<file path="src/rtl/vga_timing_gen.sv">
// vga_timing_gen: VGA raster timing (HS/VS/BLANK_N, active X/Y, vblank lock, frame pulse and counter), all outputs registered one clock behind the counters
module vga_timing_gen #(
  parameter int unsigned H_ACTIVE = 800,
  parameter int unsigned H_FP     = 40,
  parameter int unsigned H_SYNC   = 128,
  parameter int unsigned H_BP     = 88,
  parameter int unsigned V_ACTIVE = 600,
  parameter int unsigned V_FP     = 1,
  parameter int unsigned V_SYNC   = 4,
  parameter int unsigned V_BP     = 23,
  parameter bit          HS_POL   = 1'b1,
  parameter bit          VS_POL   = 1'b1
) (
  input  logic        i_clk,
  input  logic        i_rst_n,
  output logic        o_VGA_HS,
  output logic        o_VGA_VS,
  output logic        o_VGA_BLANK_N,
  output logic [10:0] o_VGA_X,
  output logic [10:0] o_VGA_Y,
  output logic        o_VGA_lock,
  output logic        o_frame_start,
  output logic [7:0]  o_frame_cnt
);
  localparam logic [10:0] HA  = 11'(H_ACTIVE);
  localparam logic [10:0] HS0 = 11'(H_ACTIVE + H_FP);
  localparam logic [10:0] HS1 = 11'(H_ACTIVE + H_FP + H_SYNC);
  localparam logic [10:0] HL  = 11'(H_ACTIVE + H_FP + H_SYNC + H_BP - 1);
  localparam logic [10:0] VA  = 11'(V_ACTIVE);
  localparam logic [10:0] VS0 = 11'(V_ACTIVE + V_FP);
  localparam logic [10:0] VS1 = 11'(V_ACTIVE + V_FP + V_SYNC);
  localparam logic [10:0] VL  = 11'(V_ACTIVE + V_FP + V_SYNC + V_BP - 1);
  logic [10:0] h_cnt, v_cnt;
  logic h_act, v_act, fs;
  always_comb begin
    h_act = h_cnt < HA;
    v_act = v_cnt < VA;
    fs    = h_cnt == '0 && v_cnt == '0;
  end
  always_ff @(posedge i_clk or negedge i_rst_n) begin
    if (!i_rst_n) begin
      h_cnt         <= '0;
      v_cnt         <= '0;
      o_VGA_HS      <= ~HS_POL;
      o_VGA_VS      <= ~VS_POL;
      o_VGA_BLANK_N <= 1'b0;
      o_VGA_X       <= '0;
      o_VGA_Y       <= '0;
      o_VGA_lock    <= 1'b0;
      o_frame_start <= 1'b0;
      o_frame_cnt   <= '0;
    end else begin
      h_cnt         <= h_cnt == HL ? '0 : h_cnt + 11'd1;
      v_cnt         <= h_cnt != HL ? v_cnt : v_cnt == VL ? '0 : v_cnt + 11'd1;
      o_VGA_HS      <= (h_cnt >= HS0 && h_cnt < HS1) ? HS_POL : ~HS_POL;
      o_VGA_VS      <= (v_cnt >= VS0 && v_cnt < VS1) ? VS_POL : ~VS_POL;
      o_VGA_BLANK_N <= h_act && v_act;
      o_VGA_X       <= h_act ? h_cnt : '0;
      o_VGA_Y       <= v_act ? v_cnt : '0;
      o_VGA_lock    <= v_act;
      o_frame_start <= fs;
      o_frame_cnt   <= o_frame_cnt + {7'd0, fs};
    end
  end
endmodule

</file>
<file path="config.mk">
export PLATFORM = sky130hd
export DESIGN_NAME = vga_timing_gen
export DESIGN_NICKNAME = d
export VERILOG_FILES = /design/src/rtl/vga_timing_gen.sv
export SDC_FILE = /design/constraint.sdc
export NUM_CORES = 1
export LEC_CHECK = 0
export CORE_UTILIZATION = 25
export DETAILED_ROUTE_END_ITERATION = 7
export GPL_TIMING_DRIVEN = 0
export PLACE_DENSITY = 0.48
export SLEW_MARGIN = 10
export SYNTH_ARGS = -nofsm -noshare
export SYNTH_HDL_FRONTEND = slang
export SYNTH_SLANG_ARGS = --single-unit
</file>
<file path="constraint.sdc">
create_clock -name i_clk -period 2.15 [get_ports i_clk]
set_input_delay 0.645 -clock i_clk [delete_from_list [all_inputs] [get_ports i_clk]]
set_output_delay 0.645 -clock i_clk [all_outputs]
set_load 0.02 [all_outputs]
</file>
==> out/qor.txt <==
CTS sink count: 57
Syn Area/Cell: 12.0 um^2
Post-synthesis sequential area ratio: 0.576
Vias per cell: 4.36
Mapped Cells: 207
Max Cap Violations: 0
FILL cells: 941
Max Clock Freq: 0.483 GHz
Dpl ws: -0.322 ns
Warnings from Yosys: 0
Combinational share of power: 0.014
Area delta synth->final: 37.4%
Hold WS: 0.368 ns
WL per Instance: 12.8 um
WL final: 5170 um
Clock share of power: 0.448
DRT Pass-1 Iters: 4
Clk Latency, worst-skew pair: 0.33 ns
Worst setup SP type: flip-flop
Final Hold Vio Count: 0
Critical R2R Capture: o_frame_cnt[7]
Sw Pwr: 470 uW
Max-slew violations: 0
Worst reg2reg path startpoint: v_cnt[7]
Final setup viols: 0
Drt drc: 0
Final non-filler cell area: 3400 um^2
IR drop worst, VDD: 0.199 mV
Worst relative slew slack: 0.515
Crit path required time: 2.38 ns
Worst-margin pin slew: 0.728 ns
Die Width: 101 um
Register-to-Register Path Depth: 8
Diode count: 0
Grt ovf: 0
Largest net degree at the start of global routing: 58
Setup WS post-layout: 0.0776 ns
Crit path launch: v_cnt[7]
Share of cells above drive strength 1: 0.248
Hpwl dp: 3280 um
CTS max path bufs: 2
GRT Overall Usage: 0.110
CTS tree: built
WS Path Type: reg2reg
Initial core utilization: 0.263
Synth Cell Area: 2470 um^2
Vias in the first global route: 1682
Flops & latches, synth: 57
Final ANT Viol Nets: 0
IO Pins: 37
Register Area: 1430 um^2
CP Capture Type: flip-flop
Min Tclk post-route: 2.07 ns
IO buf count: 36
Num CTS Buffers: 9
Clock skew: 0.00544 ns
Setup TNS: 0 ns
Count of cell types in the netlist: 40
Internal power: 1.53 mW
Initial antenna violation count: 0
Leak: 1.47 nW
Post-layout util: 0.361
First-pass GRT wire length: 8390 um
Clock Root Buffer: clkbuf_8
CTS Hold Bufs: 0
CP endpoint: o_frame_cnt[7]
Hold Crit Class: in2async
Crit-path max FO: 8
Placed Area: 3000 um^2
Total die area: 10300 um^2
Gpl congestion: 0.755
PwrDens: 588 nW/um^2
Placed insts: 373
Drt first-iter violations: 76
RSZ-0062 raised after global routing: true
Crit share post-route: 0.964
Nets: 278
Area of the multi-input gates: 1010 um^2
Core ar.: 9420 um^2
CTS H-tree depth: 3
Register-to-Register Setup Slack: 0.08 ns
Worst-path clk slew: 0.07 ns
Total power: 2.00 mW
Switching part of the total power: 0.235
Crit path arrival time: 2.30 ns
Seq pwr share: 0.538
Status: finished, final reports clean
Layout Cells excl Fill: 403
Via count: 1758
Placement Rows: 35
Die height: 101 um
==> placed cells by master (no fill, tap or decap), types with 7 or more instances in the layout <==
master / count
clkbuf_8: 13
nand3_1: 11
buf_4: 16
dfrtp_1: 51
xor2_1: 7
and2_1: 17
clkdlybuf4s50_1: 35
nand2_1: 8
xnor2_1: 12
o21ai_0: 7
nor2_1: 8
nand4_1: 8
==> logic make-up after synthesis <==
group	share of synthesized area
muxes	0.00404
and+or+nand+nor	0.202
AOI/OAI and AO/OA	0.0495
other	0.00152
adders and majority gates	0.0354
buffers and inverters	0.0642
DFF	0.576
xor gates and xnor gates	0.0672
==> how the worst min path moves through the flow <==
stage / startpoint / endpoint / slack (ns)
3_5_place_dp: o_frame_cnt[7] / o_frame_cnt[7] / 0.48
3_3_place_gp: o_frame_cnt[7] / o_frame_cnt[7] / 0.46
2_1_floorplan: i_rst_n / h_cnt[0] / 0.35
5_1_grt: i_rst_n / o_VGA_Y[10] / 0.41
4_1_cts: i_rst_n / o_VGA_X[3] / 0.38
6_report: i_rst_n / o_VGA_Y[10] / 0.37
==> worst max-delay path, cell delays in order, from the launching register on <==
cell and delay (ns):
dfrtp_1 0.37, buf_6 0.13, or3_4 0.42, nor3_4 0.23
ha_2 0.23, buf_4 0.11, and4_4 0.22, nand4_1 0.10
xnor2_1 0.14
==> layer usage <==
layer	up-vias	share of wire	GRT usage
li1	835	-	-
met1	874	0.48	0.139
met2	42	0.47	0.167
met3	7	0.039	0.0338
met4	0	0.012	0.0580
met5	-	0	0
==> cell usage after synthesis <==
master | instances | share of area
nand4_1 | 8 | 0.020
a21boi_0 | 1 | 0.0030
o21ai_1 | 1 | 0.0020
a22oi_2 | 1 | 0.0051
bufbuf_16 | 1 | 0.013
nor2_1 | 8 | 0.012
or3_1 | 2 | 0.0051
and4_1 | 3 | 0.011
buf_2 | 1 | 0.0020
or3_4 | 1 | 0.0045
and2_1 | 17 | 0.043
dlymetal6s2s_1 | 1 | 0.0051
or2_2 | 1 | 0.0025
inv_1 | 8 | 0.012
nor4b_1 | 2 | 0.0071
buf_6 | 3 | 0.014
a31oi_1 | 3 | 0.0076
nand2_1 | 8 | 0.012
and3_1 | 5 | 0.013
clkbuf_1 | 1 | 0.0015
nor3b_1 | 4 | 0.012
xnor2_1 | 12 | 0.042
nor4_1 | 2 | 0.0051
nand2b_1 | 1 | 0.0025
o31a_1 | 1 | 0.0035
and2b_2 | 1 | 0.0035
clkbuf_8 | 3 | 0.017
or4_1 | 2 | 0.0061
nand3_1 | 11 | 0.022
dfrtp_1 | 57 | 0.58
mux2i_1 | 1 | 0.0040
a21oi_1 | 4 | 0.0081
ha_1 | 7 | 0.035
o21ai_0 | 7 | 0.014
xor2_1 | 7 | 0.025
nor3_1 | 6 | 0.012
conb_1 | 1 | 0.0015
o31ai_1 | 2 | 0.0061
nand3_2 | 1 | 0.0040
and4b_1 | 1 | 0.0040
==> power by group through the flow <==
stage	clock, mW	sequential (mW)	combinational (mW)
after floorplan	0	1.10	0.000303
after global placement	0	1.09	0.0309
after detailed placement	0	1.09	0.0306
after CTS	0.933	1.07	0.0301
after global routing	0.981	1.07	0.0332
final	0.896	1.07	0.0282
==> sequential cells by signal, summed over array words and instances, names as in the netlist, 8 cells and up <==
name	count
h_cnt	11
v_cnt	11
o_VGA_Y	11
o_frame_cnt	8
o_VGA_X	11
==> timing repair <==
action,in CTS,in global routing
buffers inserted,5,10
gates resized for setup,16,14
setup endpoints to repair,4,5
pin swaps,4,6
==> cell type report <==
type | instances | share of cell area
well taps | 129 | 0.0475
multi-input cells | 133 | 0.296
inverters | 8 | 0.00883
clock buffers | 10 | 0.0405
flip-flops and latches | 57 | 0.422
repair buffers | 51 | 0.138
clock inverters | 6 | 0.0129
plain buffers | 9 | 0.0346
Power figures use the tool's default switching activity.
